File: src/rtl/charmap_scroll_if.sv
// charmap_scroll_if: read bus between the character-map generator and its char RAM, colour RAM and char ROM
//   map_addr  generator -> RAMs  {row,col} cell address
//   code_in   RAMs -> generator  character code, 1 clk after map_addr
//   color_in  RAMs -> generator  colour byte, 1 clk after map_addr
//   rom_addr  generator -> ROM   {code,line} glyph row address
//   glyph_in  ROM -> generator   glyph row, 1 clk after rom_addr
interface charmap_scroll_if #(
    parameter int COLS_LOG2   = 6,
    parameter int ROWS_LOG2   = 5,
    parameter int CODE_W      = 8,
    parameter int CHAR_H_LOG2 = 3
);
    logic [COLS_LOG2+ROWS_LOG2-1:0] map_addr;
    logic [CODE_W-1:0]              code_in;
    logic [7:0]                     color_in;
    logic [CODE_W+CHAR_H_LOG2-1:0]  rom_addr;
    logic [7:0]                     glyph_in;
    modport master (output map_addr, rom_addr, input code_in, color_in, glyph_in);
    modport slave  (input map_addr, rom_addr, output code_in, color_in, glyph_in);
endinterface

File: src/rtl/charmap_scroll.sv
// charmap_scroll: character-map video generator with hardware scroll and background colour
//   clk_sys, reset          system clock, asynchronous active-high reset
//   ce_pix                  pixel clock enable
//   line_start, frame_start ce_pix-qualified timing strobes (frame_start latches scroll)
//   de, vcnt                display enable and current line number
//   scroll_x, scroll_y      pixel scroll offsets
//   bg_color                colour of glyph-0 pixels
//   mem                     char/colour RAM and char ROM read bus (master side)
//   VGA_R/G/B               registered pixel colour
module charmap_scroll #(
    parameter int COLS_LOG2   = 6,
    parameter int ROWS_LOG2   = 5,
    parameter int CODE_W      = 8,
    parameter int CHAR_H_LOG2 = 3
) (
    input  logic                   clk_sys,
    input  logic                   reset,
    input  logic                   ce_pix,
    input  logic                   line_start,
    input  logic                   frame_start,
    input  logic                   de,
    input  logic [8:0]             vcnt,
    input  logic [8:0]             scroll_x,
    input  logic [8:0]             scroll_y,
    input  logic [7:0]             bg_color,
    charmap_scroll_if.master       mem,
    output logic [7:0]             VGA_R,
    output logic [7:0]             VGA_G,
    output logic [7:0]             VGA_B
);
    typedef enum logic [2:0] {IDLE, MAP, CODE, ROM, CAPT} state_t;
    state_t state, state_nx;
    logic [8:0] sx, sy, sx_eff, sy_eff, px, px_cur, vy;
    logic [7:0] shift, next_glyph, next_color, cur_color, pix_c;
    logic [ROWS_LOG2-1:0] row;
    logic [CHAR_H_LOG2-1:0] line, line_q;
    logic [COLS_LOG2-1:0] col;
    logic fs, ls, trig, cap_code, cap_glyph, active, on, unused_vy;
    // A frame_start on this ce_pix overrides the latched scroll so line setup sees the new values
    assign fs = ce_pix & frame_start;
    assign ls = ce_pix & line_start;
    assign sx_eff = fs ? scroll_x : sx;
    assign sy_eff = fs ? scroll_y : sy;
    assign px_cur = ls ? sx_eff - 9'd16 : px;
    assign vy = vcnt + sy_eff;
    assign row = vy[CHAR_H_LOG2+ROWS_LOG2-1:CHAR_H_LOG2];
    assign line = vy[CHAR_H_LOG2-1:0];
    assign unused_vy = ^vy;
    // Prefetch the cell after the one containing px so it is ready at the next px[2:0]==7 load
    assign col = COLS_LOG2'(px_cur[8:3]) + COLS_LOG2'(1);
    assign trig = ce_pix & (px_cur[2:0] == 3'd0);
    assign pix_c = shift[7] ? cur_color : bg_color;
    assign on = de & active;
    always_comb begin
        state_nx = trig ? MAP : (state == MAP) ? CODE : (state == CODE) ? ROM : (state == ROM) ? CAPT : IDLE;
        cap_code = (state == CODE) & ~trig;
        cap_glyph = (state == CAPT) & ~trig;
    end
    always_ff @(posedge clk_sys or posedge reset) begin
        if (reset) begin
            state <= IDLE;
            sx <= '0;
            sy <= '0;
            px <= '0;
            shift <= '0;
            next_glyph <= '0;
            next_color <= '0;
            cur_color <= '0;
            line_q <= '0;
            active <= 1'b0;
            mem.map_addr <= '0;
            mem.rom_addr <= '0;
            VGA_R <= '0;
            VGA_G <= '0;
            VGA_B <= '0;
        end else begin
            state <= state_nx;
            if (trig) begin
                mem.map_addr <= {row, col};
                line_q <= line;
            end
            if (cap_code) begin
                next_color <= mem.color_in;
                mem.rom_addr <= {mem.code_in, line_q};
            end
            if (cap_glyph)
                next_glyph <= mem.glyph_in;
            if (ce_pix) begin
                if (fs) begin
                    sx <= scroll_x;
                    sy <= scroll_y;
                end
                // Output stays black after reset until a line has actually been set up
                if (ls)
                    active <= 1'b1;
                px <= px_cur + 9'd1;
                shift <= (px_cur[2:0] == 3'd7) ? next_glyph : {shift[6:0], 1'b0};
                cur_color <= (px_cur[2:0] == 3'd7) ? next_color : cur_color;
                VGA_R <= on ? {pix_c[2:0], pix_c[2:0], 2'b0} : 8'd0;
                VGA_G <= on ? {pix_c[5:3], pix_c[5:3], 2'b0} : 8'd0;
                VGA_B <= on ? {pix_c[7:6], pix_c[7:6], pix_c[7:6], 2'b0} : 8'd0;
            end
        end
    end
endmodule
File: src/flat_wrapper.sv
// flat-port wrapper written by rule: the top's interface ports become plain ports
module charmap_scroll_flat 
#(
    parameter int COLS_LOG2   = 6,
    parameter int ROWS_LOG2   = 5,
    parameter int CODE_W      = 8,
    parameter int CHAR_H_LOG2 = 3
)
  (clk_sys, reset, ce_pix, line_start, frame_start, de, vcnt, scroll_x, scroll_y, bg_color, VGA_R, VGA_G, VGA_B, mem_map_addr, mem_rom_addr, mem_code_in, mem_color_in, mem_glyph_in);
  charmap_scroll_if #(.COLS_LOG2(COLS_LOG2), .ROWS_LOG2(ROWS_LOG2), .CODE_W(CODE_W), .CHAR_H_LOG2(CHAR_H_LOG2)) mem_i ();
  input  logic clk_sys;
  input  logic reset;
  input  logic ce_pix;
  input  logic line_start;
  input  logic frame_start;
  input  logic de;
  input  logic [8:0] vcnt;
  input  logic [8:0] scroll_x;
  input  logic [8:0] scroll_y;
  input  logic [7:0] bg_color;
  output logic [7:0] VGA_R;
  output logic [7:0] VGA_G;
  output logic [7:0] VGA_B;
  output wire logic [$bits(mem_i.map_addr)-1:0] mem_map_addr;
  output wire logic [$bits(mem_i.rom_addr)-1:0] mem_rom_addr;
  input wire logic [$bits(mem_i.code_in)-1:0] mem_code_in;
  input wire logic [$bits(mem_i.color_in)-1:0] mem_color_in;
  input wire logic [$bits(mem_i.glyph_in)-1:0] mem_glyph_in;
  assign mem_map_addr = mem_i.map_addr;
  assign mem_rom_addr = mem_i.rom_addr;
  assign mem_i.code_in = mem_code_in;
  assign mem_i.color_in = mem_color_in;
  assign mem_i.glyph_in = mem_glyph_in;
  charmap_scroll #(.COLS_LOG2(COLS_LOG2), .ROWS_LOG2(ROWS_LOG2), .CODE_W(CODE_W), .CHAR_H_LOG2(CHAR_H_LOG2)) u_core (.clk_sys(clk_sys), .reset(reset), .ce_pix(ce_pix), .line_start(line_start), .frame_start(frame_start), .de(de), .vcnt(vcnt), .scroll_x(scroll_x), .scroll_y(scroll_y), .bg_color(bg_color), .mem(mem_i), .VGA_R(VGA_R), .VGA_G(VGA_G), .VGA_B(VGA_B));
endmodule
File: config.mk
export PLATFORM = sky130hd
export DESIGN_NAME = charmap_scroll_flat
export DESIGN_NICKNAME = d
export VERILOG_FILES = /design/src/rtl/charmap_scroll_if.sv /design/src/rtl/charmap_scroll.sv /design/src/flat_wrapper.sv
export SDC_FILE = /design/constraint.sdc
export NUM_CORES = 1
export LEC_CHECK = 0
export ABC_CLOCK_PERIOD_IN_PS = 4400
export BUFFER_PORTS_ARGS = -buffer_cell sky130_fd_sc_hd__buf_2
export CAP_MARGIN = 0
export CORE_UTILIZATION = 54
export DETAILED_ROUTE_END_ITERATION = 12
export PLACE_DENSITY = 0.76
export SLEW_MARGIN = 20
export SYNTH_ARGS = -nofsm -noshare
export SYNTH_HDL_FRONTEND = slang
export SYNTH_SLANG_ARGS = --single-unit
File: constraint.sdc
create_clock -name clk_sys -period 4.4 [get_ports clk_sys]
set_input_delay 0.88 -clock clk_sys [delete_from_list [all_inputs] [get_ports clk_sys]]
set_output_delay 0.88 -clock clk_sys [all_outputs]
set_load 0.1 [all_outputs]
== Yosys cells after proc, flatten, opt, wreduce, memory -nomap -nowiden ==
Cells that the tools add are included.

* Add/subtract/negate cells: 4
* Equality and inequality tests: 5
* Mux-type cells: 12
* Bitwise gates (word level): 7
* Reduce and logical (&&, ||, !) cells: 3

{| class="wikitable"
|+ Operators by type and width
! kind !! count
|-
| $mux W8 || 5
|-
| $mux W9 || 3
|-
| $mux W3 || 4
|-
| $add A9 B1 Y9 const B || 1
|-
| $sub A9 B5 Y9 const B || 1
|-
| $add A8 B8 Y8 || 1
|-
| $add A6 B1 Y6 const B || 1
|-
| $and A1 B1 Y1 || 6
|-
| $eq A3 B2 Y1 const B || 2
|-
| $eq A3 B3 Y1 const B || 2
|-
| $reduce_and A2 Y1 || 2
|-
| $eq A3 B1 Y1 const B || 1
|-
| $logic_not A3 Y1 || 1
|-
| $not A1 Y1 || 1
|}

* Register bits: 112
* Input bits: 65
* Output and inout bits: 46
* Word-level logic and storage cells: 46

== Longest topological paths before layout ==
* Depth after elaboration: 8
* Depth in mapped cells: 13
* Gate-level depth less buffers: 11

== Worst setup path before layout ==
No wires, ideal clock.

* Kind: input to register
* Start: input port ce_pix
* End: register u_core.mem.map_addr[10]
* Arrival time: 3.235 ns
* Data required time: 4.265 ns
* Path slack: 1.030 ns
* Stages: 11
* Buffers on the path: 2
* Cells stage by stage: buf_2 > nand2_2 > buf_1 > mux2_2 > ha_1 > a21o_1 > a21o_1 > a2111oi_0 > o21bai_1 > xnor3_1 > o21ai_0

{| class="wikitable"
|+ RTL lines
! item !! RTL line !! RTL
|-
| from (decl) || flat_wrapper.sv:13 || <nowiki>input logic ce_pix;</nowiki>
|-
| $and A1 B1 Y1 || charmap_scroll.sv:40 || <nowiki>assign fs = ce_pix & frame_start;</nowiki>
|-
| $mux W9 || charmap_scroll.sv:43 || <nowiki>assign sy_eff = fs ? scroll_y : sy;</nowiki>
|-
| net u_core.sy_eff[1] || charmap_scroll.sv:33 || <nowiki>logic [8:0] sx, sy, sx_eff, sy_eff, px, px_cur, vy;</nowiki>
|-
| $add A8 B8 Y8 || charmap_scroll.sv:45 || <nowiki>assign vy = vcnt + sy_eff;</nowiki>
|-
| to (signal assigned) || charmap_scroll.sv:79 || <nowiki>mem.map_addr <= {row, col};</nowiki>
|-
| to (decl) || charmap_scroll_if.sv:18 || <nowiki>modport master (output map_addr, rom_addr, input code_in, color_in, glyph_in);</nowiki>
|}

The timed path passes the listed nets, and every way through them passes these cells.
A chain may end at the register's enable or synchronous reset.

== Final worst setup path ==
* Start: input port ce_pix
* End: register u_core.cur_color[4]

* Cells in the longest elaborated chain, start to end: 6

{| class="wikitable"
|+ RTL lines
! item !! RTL line !! RTL
|-
| $and A1 B1 Y1 || charmap_scroll.sv:40 ||
|-
| $mux W9 || charmap_scroll.sv:42 || <nowiki>assign sx_eff = fs ? scroll_x : sx;</nowiki>
|-
| $sub A9 B5 Y9 || charmap_scroll.sv:44 || <nowiki>assign px_cur = ls ? sx_eff - 9'd16 : px;</nowiki>
|-
| $mux W9 || charmap_scroll.sv:44 ||
|-
| $eq A3 B3 Y1 || charmap_scroll.sv:98 || <nowiki>cur_color <= (px_cur[2:0] == 3'd7) ? next_color : cur_color;</nowiki>
|-
| $reduce_and A2 Y1 (no line) * || - ||
|-
| to (signal assigned) || charmap_scroll.sv:98 ||
|-
| to (decl) || charmap_scroll.sv:34 || <nowiki>logic [7:0] shift, next_glyph, next_color, cur_color, pix_c;</nowiki>
|}

Mark *: on every way between the ends. The rest lies on a longest branch, timed or not.

==> flow_summary_export.csv <==
group,metric,value,unit
power_and_ir_drop,seq_power_share,0.339,
layout,drive_gt1_frac,0.399,
sta,finalHoldViolations,0,
routing,antenna_left,0,
worst_setup_path,worstPathArrival,3.23,ns
power_and_ir_drop,ir_worst_vdd,0.457,mV
yosys,yosysMostFrequentCell,"dfrtp_1",
clock_network,cts-buffers-inserted,9,
yosys,syn_inst,394,
yosys,avgSynthCellArea,11.8,sq um
global_route,grtUsageTotal,0.200,
floorplan,core-area,8300,sq um
floorplan,num_rows,33,
global_route,antenna_found_initial,0,
routing,wl_met2,4.03,mm
worst_setup_path,critPathBufInv,4,
sta,worst_pin_slew,0.769,ns
hold_path,hold_path_class,"reg -> reg",
worst_setup_path,cpMaxStageDelayCell,"nand2_1",
sta,holdWs,0.483,ns
floorplan,die_h,94.9,um
worst_setup_path,setup.worst_path.start_class,"input port",
yosys,ys.flop_type,"dfrtp_1",
worst_setup_path,crit_chain,"buf_2, buf_4, buf_4, a31o_2, inv_1, ha_1, ha_1, nand2_1, mux2_2",
layout,fillerInstances,653,
power_and_ir_drop,combPwrFrac,0.510,
clock_network,path_clk_slew,0.09,ns
sta,finalCritPeriodShare,0.678,
sta,fmax,0.335,GHz
sta,setup_viol,0,
routing,drtIter0Drc,101,
floorplan,initial_core_util,0.561,
power_and_ir_drop,p_per_area,773,nW/um^2
worst_setup_path,cp_max_fo,30,
yosys,synth_area_leaders,"dfrtp_1 (51%), mux2_2 (15%), mux2i_1 (4.7%)",
global_route,grt_max_degree,64,
placed_design,place.gp.congestion,0.840,
sta,slew_headroom,0.487,
yosys,async_flop_share,1.00,
floorplan,die_x,94.9,um
clock_network,cts_tree,"yes",
layout,n_antenna_cell,0,
yosys,synth_edf_count,0,
routing,remaining_drc_errors,0,
yosys,yosys_warnings,0,
worst_setup_path,crit_type,"in -> reg",
yosys,synthTopCellsByCount,"dfrtp_1 (95), mux2_2 (64), inv_1 (22), mux2i_1 (22), nand2_1 (18)",
power_and_ir_drop,p_leak,2.64,nW
routing,vias,3124,
routing,wl_met3,490,um
power_and_ir_drop,swShare,0.494,
yosys,synth_seq_cells,95,
job,maxCapViolations,0,
yosys,netlist_area,4660,sq um
yosys,synth.largest_area_cell,"dfrtp_1",
clock_network,hold_buffers,0,
worst_setup_path,crit_family,"buffers and inverters",
clock_network,cts.sinks,95,
status,status,"complete, no violations",
worst_setup_path,crit_path_end_kind,"flip-flop",
routing,top_layer_used,"met4",
placed_design,dp_hpwl,6.26,mm
floorplan,ios,111,
sta,slew_violations,0,
routing,drt-met1-wl,3.88,mm
yosys,synth_top_area_share,0.510,
routing,dr.pass1.iters,4,
clock_network,clockBufferDepth,2,
layout,final_nets,564,
routing,avgRoutedWirePerCell,14.3,um
global_route,overflow,0,
layout,area_growth,15.9,%
power_and_ir_drop,p_switching,2.06,mW
worst_setup_path,max_stage_delay,0.38,ns
sta,setup_tns,0,ns
power_and_ir_drop,intPower,2.11,mW
yosys,yosysSeqAreaShare,0.510,
sta,finalCriticalPeriod,2.98,ns
global_route,grt_pass1_vias,2931,
clock_network,cts-htree-levels,3,
sta,rsz0062_at_grt,"no",
routing,vias_per_cell,5.24,
yosys,ys_types,49,
clock_network,cts-root-buf,"clkbuf_8",
clock_network,cts_resized,0,
global_route,grt_pass1_wl,13.6,mm
placed_design,portBuffers,102,
sta,finClkSkew,0.0111,ns
routing,wl,8.52,mm
power_and_ir_drop,clock_power_share,0.151,
clock_network,post-cts-setup-buffers,0,
clock_network,insertion_delay,0.36,ns
worst_setup_path,required,4.65,ns
floorplan,dieArea,9000,sq um
area by class of cell:
class	count	area (sq um)	share of cell area
well taps	105	131	0.0243
clock buffers	9	124	0.0229
inverters	22	85.1	0.0158
multi-input cells	250	2020	0.375
flip-flops and latches	95	2380	0.440
clock inverters	6	95.1	0.0176
repair buffers	109	563	0.104
kinds of logic after synthesis:
group                    share of synthesized area
buffers and inverters                       0.0591
multiplexers                                 0.202
XOR/XNOR                                    0.0387
flip-flops                                   0.510
AND/OR/NAND/NOR                             0.0645
adder cells (fa/ha/maj)                     0.0338
other                                     0.000805
AO/OA/AOI/OAI                               0.0908
layer usage:
metal  global-route usage  vias to the layer above
met5                    0                        -
met4               0.0833                        0
met3               0.0403                       13
met2                0.327                       92
met1                0.259                     1464
li1                     -                     1555
registers in the layout (all words and copies together), names as in the netlist:
register and count:
u_core.mem.map_addr 11, u_core.mem.rom_addr 11, u_core.px 9, u_core.sx 9, u_core.cur_color 8, u_core.next_color 8
u_core.next_glyph 8, u_core.shift 8, u_core.sy 8, u_core.VGA_G 3, u_core.VGA_R 3, u_core.line_q 3
u_core.state 3, u_core.VGA_B 2, u_core.active 1
path summary, 6_finish.rpt:
| kind | from | cells past startpoint | end | slack [ns] |
|---|---|---|---|---|
| setup reg to reg | u_core.sx[1] | 7 | u_core.cur_color[4] | 1.99 |
| setup / recovery | ce_pix | 9 | u_core.cur_color[4] | 1.42 |
| max in group asynchronous | reset | 3 | u_core.VGA_G[5] | 2.97 |
| hold / removal | u_core.state[2] | 1 | u_core.state[1] | 0.48 |
| hold reg to reg | u_core.state[2] | 1 | u_core.state[1] | 0.48 |
| min in group asynchronous | reset | 2 | u_core.mem.rom_addr[3] | 0.66 |
through the flow:
step	total power [mW]	cells	instance area [sq um]	worst slack (ns)	utilization
global route	4.39	596	5400	1.25	0.651
floorplan	3.24	399	4680	1.03	-
detailed placement	3.57	581	5180	1.05	0.624
finish	4.17	596	5400	1.42	0.651
global placement	3.51	581	5180	1.10	0.624
CTS	4.21	596	5400	1.42	0.651
power by group through the flow:
stage,sequential (mW),clock (mW),combinational (mW)
floorplan,2.24,0,0.998
global placement,1.41,0,2.11
detailed placement,1.43,0,2.14
CTS,1.42,0.646,2.14
global route,1.46,0.683,2.25
finish,1.41,0.631,2.13
placed cells by master, fill, tap and decap left out, drive strengths merged, types with 6 or more instances in the layout:
| cell type | n |
|---|---|
| nor2 | 17 |
| xnor2 | 9 |
| a21oi | 16 |
| mux2i | 22 |
| buf | 109 |
| o21ai | 16 |
| clkbuf | 9 |
| mux2 | 64 |
| nand2 | 20 |
| o22ai | 8 |
| conb | 6 |
| ha | 11 |
| xor2 | 9 |
| dfrtp | 95 |
| inv | 23 |
Note: power is estimated with default switching activity, not from simulation.
